`config.mk`:
```
export PLATFORM = sky130hd
export DESIGN_NAME = scroll_display_ctrl_flat
export DESIGN_NICKNAME = d
export VERILOG_FILES = /design/src/rtl/scroll_display_if.sv /design/src/rtl/scroll_display_ctrl.sv /design/src/flat_wrapper.sv
export SDC_FILE = /design/constraint.sdc
export NUM_CORES = 1
export LEC_CHECK = 0
export ABC_AREA = 1
export CAP_MARGIN = 20
export CELL_PAD_IN_SITES_DETAIL_PLACEMENT = 0
export CELL_PAD_IN_SITES_GLOBAL_PLACEMENT = 1
export CORE_MARGIN = 2
export CORE_UTILIZATION = 41
export CTS_CLUSTER_SIZE = 16
export DETAILED_ROUTE_END_ITERATION = 10
export GPL_TIMING_DRIVEN = 0
export PLACE_DENSITY_LB_ADDON = 0.3
export SYNTH_ARGS = -nofsm -noshare
export SYNTH_HDL_FRONTEND = slang
export SYNTH_SLANG_ARGS = --single-unit
```
`constraint.sdc`:
```
create_clock -name clk -period 7.6 [get_ports clk]
set_input_delay 0.76 -clock clk [delete_from_list [all_inputs] [get_ports clk]]
set_output_delay 0.76 -clock clk [all_outputs]
set_load 0.02 [all_outputs]
```
`src/rtl/scroll_display_if.sv`:
```
// -----------------------------------------------------------------------------
// scroll_display_if
// Host and display-side signal bundle for scroll_display_ctrl.
//   master modport : host / testbench side (drives message and control inputs,
//                    observes window, scan and status outputs)
//   slave modport  : controller side
// Signals
//   wr_en, wr_addr[3:0], wr_data[3:0] : message buffer write port
//   msg_len[4:0]                      : message length, sampled on start
//   start, stop, pause                : scroll control (pause is a level)
//   thousands/hundreds/tens/ones[3:0] : 4-digit window onto the message
//   anode_n[3:0], seg_digit[3:0]      : multiplexed digit bus, active-low anodes
//   busy, wrap                        : scrolling active / position wrap pulse
// -----------------------------------------------------------------------------
interface scroll_display_if;
   logic       wr_en;
   logic [3:0] wr_addr;
   logic [3:0] wr_data;
   logic [4:0] msg_len;
   logic       start;
   logic       stop;
   logic       pause;
   logic [3:0] thousands;
   logic [3:0] hundreds;
   logic [3:0] tens;
   logic [3:0] ones;
   logic [3:0] anode_n;
   logic [3:0] seg_digit;
   logic       busy;
   logic       wrap;

   modport master (
      output wr_en, wr_addr, wr_data, msg_len, start, stop, pause,
      input  thousands, hundreds, tens, ones, anode_n, seg_digit, busy, wrap
   );

   modport slave (
      input  wr_en, wr_addr, wr_data, msg_len, start, stop, pause,
      output thousands, hundreds, tens, ones, anode_n, seg_digit, busy, wrap
   );
endinterface

```
`src/rtl/scroll_display_ctrl.sv`:
```
// -----------------------------------------------------------------------------
// scroll_display_ctrl
// Sequencer for a 4-digit scrolling display. Stores a nibble message, steps a
// 4-digit window across it every SCROLL_DIV cycles and time-multiplexes the
// window onto one shared digit bus (one slot per REFRESH_DIV cycles).
// Ports
//   clk  : system clock, all logic on posedge
//   rst  : synchronous active-high reset
//   bus  : scroll_display_if.slave (message writes, control, window, scan, status)
// Parameters
//   MSG_DEPTH   : message entries (power of 2, 4..16)
//   SCROLL_DIV  : clk cycles per scroll step (>= 2)
//   REFRESH_DIV : clk cycles per digit scan slot (>= 2)
// Build option
//   SCROLL_BLANK_EN : when defined, the scroll cycle is L+4 positions long and
//                     positions >= L read as blank 4'hF, so the message scrolls
//                     fully off before it reappears. Undefined: circular scroll.
// -----------------------------------------------------------------------------
module scroll_display_ctrl #(
   parameter int MSG_DEPTH   = 16,
   parameter int SCROLL_DIV  = 50_000_000,
   parameter int REFRESH_DIV = 50_000
) (
   input logic            clk,
   input logic            rst,
   scroll_display_if.slave bus
);

`ifdef SCROLL_BLANK_EN
   localparam bit BLANK_EN = 1'b1;
`else
   localparam bit BLANK_EN = 1'b0;
`endif

   localparam int              AW           = $clog2(MSG_DEPTH);
   localparam int              SW           = $clog2(SCROLL_DIV);
   localparam int              RW           = $clog2(REFRESH_DIV);
   localparam logic [SW-1:0]   SCROLL_LAST  = SW'(SCROLL_DIV - 1);
   localparam logic [RW-1:0]   REFRESH_LAST = RW'(REFRESH_DIV - 1);
   localparam logic [5:0]      GAP          = BLANK_EN ? 6'd4 : 6'd0;

   typedef enum logic [1:0] {IDLE, SCROLL, HOLD} state_t;

   state_t        state;
   logic [3:0]    mem [MSG_DEPTH];
   logic [4:0]    len;               // latched message length L
   logic [4:0]    pos;               // window position p
   logic [SW-1:0] scroll_cnt;
   logic [RW-1:0] refresh_cnt;
   logic [1:0]    scan_idx;
   logic [3:0]    win [4];           // 0 = ones .. 3 = thousands, matches anode bits
   logic [3:0]    anode_q;
   logic [3:0]    seg_q;
   logic          busy_q;
   logic          wrap_q;

   logic          restart;
   logic          tick;
   logic          step;
   logic          scan_step;
   logic [5:0]    cur_cycle;
   logic [5:0]    load_cycle;
   logic [4:0]    pos_next;
   logic [4:0]    load_pos;
   logic [4:0]    load_len;
   logic [1:0]    scan_next;
   logic [3:0]    win_next [4];

   // (a mod m) for a < m + 3; three conditional subtractions cover m down to 1.
   function automatic logic [5:0] wrap_idx(input logic [5:0] a, input logic [5:0] m);
      logic [5:0] r;
      r = a;
      for (int i = 0; i < 3; i++) begin
         if (r >= m) r = r - m;
      end
      return r;
   endfunction

   always_comb begin
      logic [5:0] idx;
      // NOTE: every variable gets a default before any branch so no latch is inferred.
      idx        = '0;
      restart    = bus.start && !bus.stop && (bus.msg_len != 5'd0);
      tick       = !bus.stop && !restart && (state != IDLE) && !bus.pause;
      step       = tick && (scroll_cnt == SCROLL_LAST);
      cur_cycle  = {1'b0, len} + GAP;
      pos_next   = ({1'b0, pos} == cur_cycle - 6'd1) ? 5'd0 : pos + 5'd1;
      load_pos   = restart ? 5'd0 : pos_next;
      load_len   = restart ? bus.msg_len : len;
      load_cycle = {1'b0, load_len} + GAP;
      scan_step  = (refresh_cnt == REFRESH_LAST);
      scan_next  = scan_step ? scan_idx + 2'd1 : scan_idx;
      for (int i = 0; i < 4; i++) begin
         win_next[i] = win[i];
         if (restart || step) begin
            // win[i] shows window digit (3 - i): thousands is msg[p].
            idx = wrap_idx({1'b0, load_pos} + 6'(3 - i), load_cycle);
            win_next[i] = (BLANK_EN && (idx >= {1'b0, load_len})) ? 4'hF : mem[idx[AW-1:0]];
         end
      end
   end

   always_ff @(posedge clk) begin
      if (rst) begin
         state       <= IDLE;
         len         <= '0;
         pos         <= '0;
         scroll_cnt  <= '0;
         refresh_cnt <= '0;
         scan_idx    <= '0;
         anode_q     <= 4'b1110;
         seg_q       <= '0;
         busy_q      <= 1'b0;
         wrap_q      <= 1'b0;
         for (int i = 0; i < 4; i++) win[i] <= '0;
         // NOTE: the message buffer is cleared on reset, so it is built from flops, not RAM.
         for (int i = 0; i < MSG_DEPTH; i++) mem[i] <= '0;
      end else begin
         // NOTE: non-blocking update, so a window loaded on this edge still sees the old entry.
         if (bus.wr_en && ({1'b0, bus.wr_addr} < 5'(MSG_DEPTH)))
            mem[bus.wr_addr[AW-1:0]] <= bus.wr_data;

         wrap_q <= step && (pos_next == 5'd0);

         if (bus.stop) begin
            state  <= IDLE;
            busy_q <= 1'b0;
         end else if (restart) begin
            state      <= SCROLL;
            busy_q     <= 1'b1;
            len        <= bus.msg_len;
            pos        <= '0;
            scroll_cnt <= '0;
         end else if (state != IDLE) begin
            // HOLD is left on the edge pause drops, and that edge already counts.
            state <= bus.pause ? HOLD : SCROLL;
            if (tick) begin
               if (step) begin
                  scroll_cnt <= '0;
                  pos        <= pos_next;
               end else begin
                  scroll_cnt <= scroll_cnt + SW'(1);
               end
            end
         end

         for (int i = 0; i < 4; i++) win[i] <= win_next[i];

         // Scan runs in every state; seg_digit follows the window value that
         // becomes visible on this same edge so it never disagrees with anode_n.
         refresh_cnt <= scan_step ? '0 : refresh_cnt + RW'(1);
         scan_idx    <= scan_next;
         anode_q     <= ~(4'b0001 << scan_next);
         seg_q       <= win_next[scan_next];
      end
   end

   assign bus.thousands = win[3];
   assign bus.hundreds  = win[2];
   assign bus.tens      = win[1];
   assign bus.ones      = win[0];
   assign bus.anode_n   = anode_q;
   assign bus.seg_digit = seg_q;
   assign bus.busy      = busy_q;
   assign bus.wrap      = wrap_q;

endmodule

```
`src/flat_wrapper.sv`:
```
// flat-port wrapper written by rule: the top's interface ports become plain ports
module scroll_display_ctrl_flat 
#(
   parameter int MSG_DEPTH   = 16,
   parameter int SCROLL_DIV  = 50_000_000,
   parameter int REFRESH_DIV = 50_000
)
  (clk, rst, bus_wr_en, bus_wr_addr, bus_wr_data, bus_msg_len, bus_start, bus_stop, bus_pause, bus_thousands, bus_hundreds, bus_tens, bus_ones, bus_anode_n, bus_seg_digit, bus_busy, bus_wrap);
  scroll_display_if bus_i ();
  input logic clk;
  input logic rst;
  input wire logic [$bits(bus_i.wr_en)-1:0] bus_wr_en;
  input wire logic [$bits(bus_i.wr_addr)-1:0] bus_wr_addr;
  input wire logic [$bits(bus_i.wr_data)-1:0] bus_wr_data;
  input wire logic [$bits(bus_i.msg_len)-1:0] bus_msg_len;
  input wire logic [$bits(bus_i.start)-1:0] bus_start;
  input wire logic [$bits(bus_i.stop)-1:0] bus_stop;
  input wire logic [$bits(bus_i.pause)-1:0] bus_pause;
  output wire logic [$bits(bus_i.thousands)-1:0] bus_thousands;
  output wire logic [$bits(bus_i.hundreds)-1:0] bus_hundreds;
  output wire logic [$bits(bus_i.tens)-1:0] bus_tens;
  output wire logic [$bits(bus_i.ones)-1:0] bus_ones;
  output wire logic [$bits(bus_i.anode_n)-1:0] bus_anode_n;
  output wire logic [$bits(bus_i.seg_digit)-1:0] bus_seg_digit;
  output wire logic [$bits(bus_i.busy)-1:0] bus_busy;
  output wire logic [$bits(bus_i.wrap)-1:0] bus_wrap;
  assign bus_i.wr_en = bus_wr_en;
  assign bus_i.wr_addr = bus_wr_addr;
  assign bus_i.wr_data = bus_wr_data;
  assign bus_i.msg_len = bus_msg_len;
  assign bus_i.start = bus_start;
  assign bus_i.stop = bus_stop;
  assign bus_i.pause = bus_pause;
  assign bus_thousands = bus_i.thousands;
  assign bus_hundreds = bus_i.hundreds;
  assign bus_tens = bus_i.tens;
  assign bus_ones = bus_i.ones;
  assign bus_anode_n = bus_i.anode_n;
  assign bus_seg_digit = bus_i.seg_digit;
  assign bus_busy = bus_i.busy;
  assign bus_wrap = bus_i.wrap;
  scroll_display_ctrl #(.MSG_DEPTH(MSG_DEPTH), .SCROLL_DIV(SCROLL_DIV), .REFRESH_DIV(REFRESH_DIV)) u_core (.clk(clk), .rst(rst), .bus(bus_i));
endmodule
```
* Word-level counts from Yosys, hierarchy flattened
Memory sizes are Yosys's and may differ from the RTL's.
Cells that the tools add are included.
** Cells by class
- Shift-type cells :: 1
- $add $sub $neg :: 20
- Equal/unequal tests :: 3
- Order comparisons :: 13
- Bitwise gates (word level) :: 7
- Muxes and demuxes :: 59
- Reduce and logical (&&, ||, !) cells :: 23
** Operator list (count)
- $mux 26 :: 4
- $mux 6 :: 16
- $mux 4 :: 20
- $ge 6x5->1 :: 11
- $sub 6x5->6 :: 7
- $mux 5 :: 7
- $add 26x1->26 const B :: 1
- $eq 26x26->1 const B :: 1
- $add 16x1->16 const B :: 1
- $eq 16x16->1 const B :: 1
- $sub 4x4->4 :: 4
- $add 5x2->6 const B :: 2
- $mux 1 :: 9
- $bmux 4 s2 :: 1
- $reduce_bool 2->1 :: 4
- $logic_and 1x1->1 :: 7
- $add 5x1->6 const B :: 1
- $eq 5x6->1 :: 1
- $sub 5x1->6 const B :: 1
- $sub 5x5->6 :: 1
- $add 5x1->5 const B :: 1
- $ge 5x5->1 :: 1
- $logic_not 5->1 :: 1
- $reduce_bool 5->1 :: 1
- 15 further kinds :: 22
** Word-level totals
- Output and inout port bits :: 26
- Input bits :: 19
- RAM bits :: 80
- Bits in registers :: 66
- Memories kept :: 2
** Memories
- u_core.mem :: words 16, bits a word 4, rd ports 4, clocked after memory_dff 0, write ports 16, RTL line scroll_display_ctrl.sv:45 : logic [3:0] mem [MSG_DEPTH];
- u_core.win :: words 4, bits a word 4, rd ports 4, clocked after memory_dff 0, write ports 4, RTL line scroll_display_ctrl.sv:51 : logic [3:0] win [4];

* Longest topological paths before layout
Gate-level depths: netlist (run 1).
An unclocked memory read counts as a cell.
- Depth after elaboration :: 21
- Gate-level depth with buffers :: 55
- Gate-level depth less buffers :: 53

* Worst setup path after synthesis (run 1)
Ideal clock, no wire load.
- Path kind :: input-to-reg
- Start :: input bus_start
- End :: register u_core.seg_q[3], in the netlist u_core.bus.seg_digit[3]
- Data arrival time :: 7.842 ns
- Stages on the path :: 37
- Data required time :: 7.480 ns
- Setup slack :: -0.362 ns
- Buffers on the path :: 2
- Cell sequence :: inv_1 -> nor2_1 -> nand2_2 -> clkbuf_1 -> o21ai_0 -> inv_1 -> fa_1 -> o21ai_0 -> nand2_1 -> nand3_1 -> clkinv_1 -> o21ai_0 -> ha_1 -> a21oi_1 -> o21ai_0 -> o21ai_0 -> nand2_1 -> nor2_1 -> nand2_1 -> o21ai_1 -> inv_1 -> fa_1 -> a21oi_1 -> a211oi_1 -> nand2_1 -> nand2_1 -> nand2_1 -> clkbuf_1 -> o21ai_0 -> a21oi_1 -> o21ai_0 -> nand3_1 -> nand3_1 -> nand3_1 -> nand2_1 -> nand2_1 -> nand3_1
** On the way
- Elaborated cells on any way between the ends :: 69
- Those cells by class :: add/sub: 15; order compare: 12; mux: 33; reduce/logical: 8; memory: 1
** RTL lines
- from (decl) :: RTL line flat_wrapper.sv:16 : input wire logic [$bits(bus_i.start)-1:0] bus_start;
- $logic_and 1x1->1 (*) (2 in a row) :: RTL line scroll_display_ctrl.sv:83 : restart = bus.start && !bus.stop && (bus.msg_len != 5'd0);
- $mux 5 (*) :: RTL line scroll_display_ctrl.sv:89 : load_len = restart ? bus.msg_len : len;
- net u_core.load_cycle[1] :: RTL line scroll_display_ctrl.sv:62 : logic [5:0] load_cycle;
- $sub 6x5->6, or another cell as far along :: RTL line scroll_display_ctrl.sv:74 : if (r >= m) r = r - m;
- $mux 6 :: RTL line scroll_display_ctrl.sv:74
- $mux 6 :: RTL line scroll_display_ctrl.sv:95 : if (restart || step) begin
- $sub 6x5->6 or $ge 6x5->1 (tied branches) :: RTL line scroll_display_ctrl.sv:74
- $mux 6 :: RTL line scroll_display_ctrl.sv:74
- $mux 6 :: RTL line scroll_display_ctrl.sv:95
- $ge 6x5->1 or $sub 4x4->4 (tied branches) :: RTL line scroll_display_ctrl.sv:74
- $mux 4 :: RTL line scroll_display_ctrl.sv:74
- $mux 4 :: RTL line scroll_display_ctrl.sv:95
- $mem_v2 16x4 (*)
- $mux 4 :: RTL line scroll_display_ctrl.sv:95
- $bmux 4 s2 (*) :: RTL line scroll_display_ctrl.sv:154 : seg_q <= win_next[scan_next];
- $mux 4 (not written as such) (*) (2 in a row) :: RTL line scroll_display_ctrl.sv:154
- to (signal assigned) :: RTL line scroll_display_ctrl.sv:154
- to (decl) :: RTL line scroll_display_ctrl.sv:53 : logic [3:0] seg_q;
Mark *: on every way through the listed nets, which the timed path passes. The rest lies on a longest branch. The select of a mux whose other input is x is not followed.
A chain may end at the register's enable or synchronous reset.

* Worst setup path after layout (run 1)
- Start :: input bus_msg_len[3]
- End :: register u_core.seg_q[0], in the netlist u_core.bus.seg_digit[0]
** On the way
- Word-level cells in the longest chain between the ends :: 18
- Elaborated cells on any way between the ends :: 69
- Those cells by class :: add/sub: 15; order compare: 12; mux: 33; reduce/logical: 8; memory: 1
** Ends and longest elaborated chain
- from (decl) :: RTL line flat_wrapper.sv:15 : input wire logic [$bits(bus_i.msg_len)-1:0] bus_msg_len;
- $reduce_bool 5->1 (*) :: RTL line scroll_display_ctrl.sv:83
- $logic_and 1x1->1 (*) :: RTL line scroll_display_ctrl.sv:83
- $mux 5 (*) :: RTL line scroll_display_ctrl.sv:88 : load_pos = restart ? 5'd0 : pos_next;
- net u_core.load_pos[3] :: RTL line scroll_display_ctrl.sv:64 : logic [4:0] load_pos;
- $add 5x1->6 or $add 5x2->6 (tied branches) :: RTL line scroll_display_ctrl.sv:97 : idx = wrap_idx({1'b0, load_pos} + 6'(3 - i), load_cycle);
- $sub 6x5->6 or $ge 6x5->1 (tied branches) :: RTL line scroll_display_ctrl.sv:74
- $mux 6 :: RTL line scroll_display_ctrl.sv:74
- $mux 6 :: RTL line scroll_display_ctrl.sv:95
- [2 not listed]
- $mux 6 :: RTL line scroll_display_ctrl.sv:95
- $ge 6x5->1 or $sub 4x4->4 (tied branches) :: RTL line scroll_display_ctrl.sv:74
- $mux 4 :: RTL line scroll_display_ctrl.sv:74
- $mux 4 :: RTL line scroll_display_ctrl.sv:95
- $mem_v2 16x4 (*)
- $mux 4 :: RTL line scroll_display_ctrl.sv:95
- $bmux 4 s2 (*) :: RTL line scroll_display_ctrl.sv:154
- $mux 4 (not written as such) (*) (2 in a row) :: RTL line scroll_display_ctrl.sv:154
Marked as above.

==> results of run 1 <==
layout by cell type, fill, tap and decap left out, drive strengths merged, types with 64 or more instances in the layout:
cell type	n
ha	66
o21ai	135
nand2	449
nand3	289
a21oi	107
buf	89
nor2	174
dfxtp	82
inv	255
edfxtp	64
area by class of cell:
| class | instances | area [sq um] |
|---|---|---|
| fill | 2969 | 14700 |
| multi-input combinational | 1368 | 8010 |
| sequential | 146 | 3570 |
| inverter | 256 | 986 |
| timing repair buffer | 101 | 903 |
| tap | 390 | 488 |
| clock buffer | 22 | 477 |
| buffer | 49 | 373 |
| clock inverter | 10 | 104 |
| timing repair inverter | 1 | 7.51 |
metal layers:
layer | up-vias | GRT usage | wire (um)
li1 | 6267 | - | -
met1 | 5804 | 0.350 | 18300
met2 | 414 | 0.390 | 17400
met3 | 48 | 0.0397 | 2610
met4 | 0 | 0.0690 | 734
met5 | - | 0 | 0
critical path: cells and delay by family:
kind	cells	cell delay [ns]
xor+xnor	1	0.22
fa+ha+maj	5	1.34
simple gates	19	2.21
compound gates	9	1.55
buf+inv	10	1.52
flip-flops by register name (all words and copies together) (netlist names):
register and flops:
u_core.bus.anode_n 4, u_core.bus.busy 1, u_core.bus.seg_digit 4, u_core.bus.wrap 1
u_core.len 5, u_core.mem 64, u_core.pos 5, u_core.refresh_cnt 16
u_core.scan_idx 2, u_core.scroll_cnt 26, u_core.state 2, u_core.win 16
how the worst max path moves through the flow:
stage              startpoint                 endpoint  slack [ns]
3_5_place_dp   bus_msg_len[3]  u_core.bus.seg_digit[1]       -1.56
2_1_floorplan  bus_msg_len[3]  u_core.bus.seg_digit[3]        0.16
6_report       bus_msg_len[3]  u_core.bus.seg_digit[0]        0.32
4_1_cts         u_core.len[0]  u_core.bus.seg_digit[0]       0.008
5_1_grt        bus_msg_len[4]  u_core.bus.seg_digit[0]       -0.09
3_3_place_gp        bus_start  u_core.bus.seg_digit[1]       -2.95
through the flow:
stage | std cells | util
floorplan | 1819 | -
global placement | 2253 | 0.447
detailed placement | 2256 | 0.449
CTS | 2301 | 0.478
global route | 2343 | 0.503
finish | 2343 | 0.503
what timing repair did:
| action | in CTS | in global routing |
|---|---|---|
| hold buffers | 0 | 0 |
| cloned | 0 | 2 |
| setup buffers | 13 | 40 |
| gates resized for setup | 53 | 124 |
| setup endpoints to repair | 20 | 20 |
| pin swaps | 8 | 33 |
cell families (layout without fill, tap and decap cells):
group,count (synthesis),in the layout,synth area share
simple gates,983,983,0.367
buf+inv,305,439,0.104
compound gates,272,272,0.128
flops,146,146,0.289
fa+ha+maj,78,78,0.0866
xor+xnor,35,35,0.0249
==> impl_metrics.tcl, run 1 <==
set metrics [dict create \
    outcome "completed" \
    synth_top_area_frac 0.156 \
    max_clock_freq_mhz 137 \
    ys_ff_latch 146 \
    synth_cells 1819 \
    antenna_found_initial 0 \
    cts_buffers 17 \
    cts.sinks 146 \
    cp_common_cell "nand2_1" \
    critPathArrivalTime_ns 7.64 \
    start_util 0.415 \
    coreArea_sq_um 29600 \
    synth.most_common_cell "nand2_1" \
    die_height_um 177 \
    grt_pass1_vias 11400 \
    num_rows 63 \
    track_usage 0.248 \
    finalHoldViolCount 0 \
    synthTopCellsByCount "nand2_1, nand3_1, inv_1" \
    maxCapViolations 0 \
    grt_overflow 0 \
    antennaDiodeCount 0 \
    synthFlopType "dfxtp_1" \
    routedWlPerCell_um 16.7 \
    crit_type "input port to register" \
    holdWs_ns 0.459 \
    r2r_end "u_core.bus.seg_digit[0]" \
    htreeDepth 4 \
    drc 0 \
    drt_iter0_markers 1018 \
    wirelength_um 39100 \
    clockBufferDepth 2 \
    clk_latency_ns 0.43 \
    cp_slowest_cell "clkdlybuf4s50_1" \
    cts_root_buf "clkbuf_16" \
    skew_ns 0.0167 \
    drive_gt1_frac 0.158 \
    ys_types 55 \
    synth_area_per_cell_sq_um 6.77 \
    ys_seq_area_frac 0.289 \
    period_share 0.958 \
    synth-edff-count 64 \
    placed_area_sq_um 13300 \
    end_kind "register" \
    die_width_um 177 \
    setup_viol 0 \
    relSlewSlack 0.459 \
    fin_tns_setup_ns 0 \
    design_area_sq_um 14900 \
    syn-num-nets 1916 \
    drtPass1Iterations 5 \
    ios 45 \
    syn_to_final_growth_pct 21.2 \
    r2r_start "u_core.len[0]" \
    dp_slack_ns -1.56 \
    grt_max_degree 17 \
    drv_slew 0 \
    worstHoldPathType "register to register" \
    avgViaCountPerCell 5.35 \
    dieArea_sq_um 31400 \
    cp_max_fo 10 \
    synth_top_area_cell "edfxtp_1" \
    worstHoldStart "u_core.scroll_cnt[25]" \
    min_period_ns 7.28 \
    cp.required_ns 7.96 \
    nets 2037 \
    ff2ff_setup_slack_ns 0.41 \
    place_hpwl_um 30000 \
    cts.clk_slew.worst_paths_ns 0.06 \
    antenna_left 0 \
    synth_area_leaders "edfxtp_1, dfxtp_1, nand2_1" \
    startpoint_type "input port" \
    vias 12500 \
    cp_slowest_stage_delay_ns 0.44 \
    tritoncts "yes" \
    synthArstFlopShare 0 \
    portBuffers 44 \
    hold_end "u_core.scroll_cnt[25]" \
    yosysWarnings 0 \
    worstMarginPinSlew_ns 0.804 \
    syn_area_sq_um 12300 \
    hold_depth 2 \
    place.gp.congestion 0.949 \
    reg2reg_depth 47 \
    setup_slack_ns 0.320 \
    grt_pass1_wl_um 60700 \
]
Power of run 1 is not shown: default switching activity piles up to over one toggle a cycle in this logic, so the estimate is an artifact.
==> run 2: changes to the inputs <==
--- a/config.mk
+++ b/config.mk
@@ -6,6 +6,7 @@
 export NUM_CORES = 1
 export LEC_CHECK = 0
 export ABC_AREA = 1
+export ABC_CLOCK_PERIOD_IN_PS = 7600
 export CAP_MARGIN = 20
 export CELL_PAD_IN_SITES_DETAIL_PLACEMENT = 0
 export CELL_PAD_IN_SITES_GLOBAL_PLACEMENT = 1
@@ -14,6 +15,7 @@
 export CTS_CLUSTER_SIZE = 16
 export DETAILED_ROUTE_END_ITERATION = 10
 export GPL_TIMING_DRIVEN = 0
+export HOLD_SLACK_MARGIN = 0.05
 export PLACE_DENSITY_LB_ADDON = 0.3
 export SYNTH_ARGS = -nofsm -noshare
 export SYNTH_HDL_FRONTEND = slang
==> results of run 2 <==
The final DEF is identical to that of run 1; final timing and power are the same.
Power of run 2 is left out for the same reason.
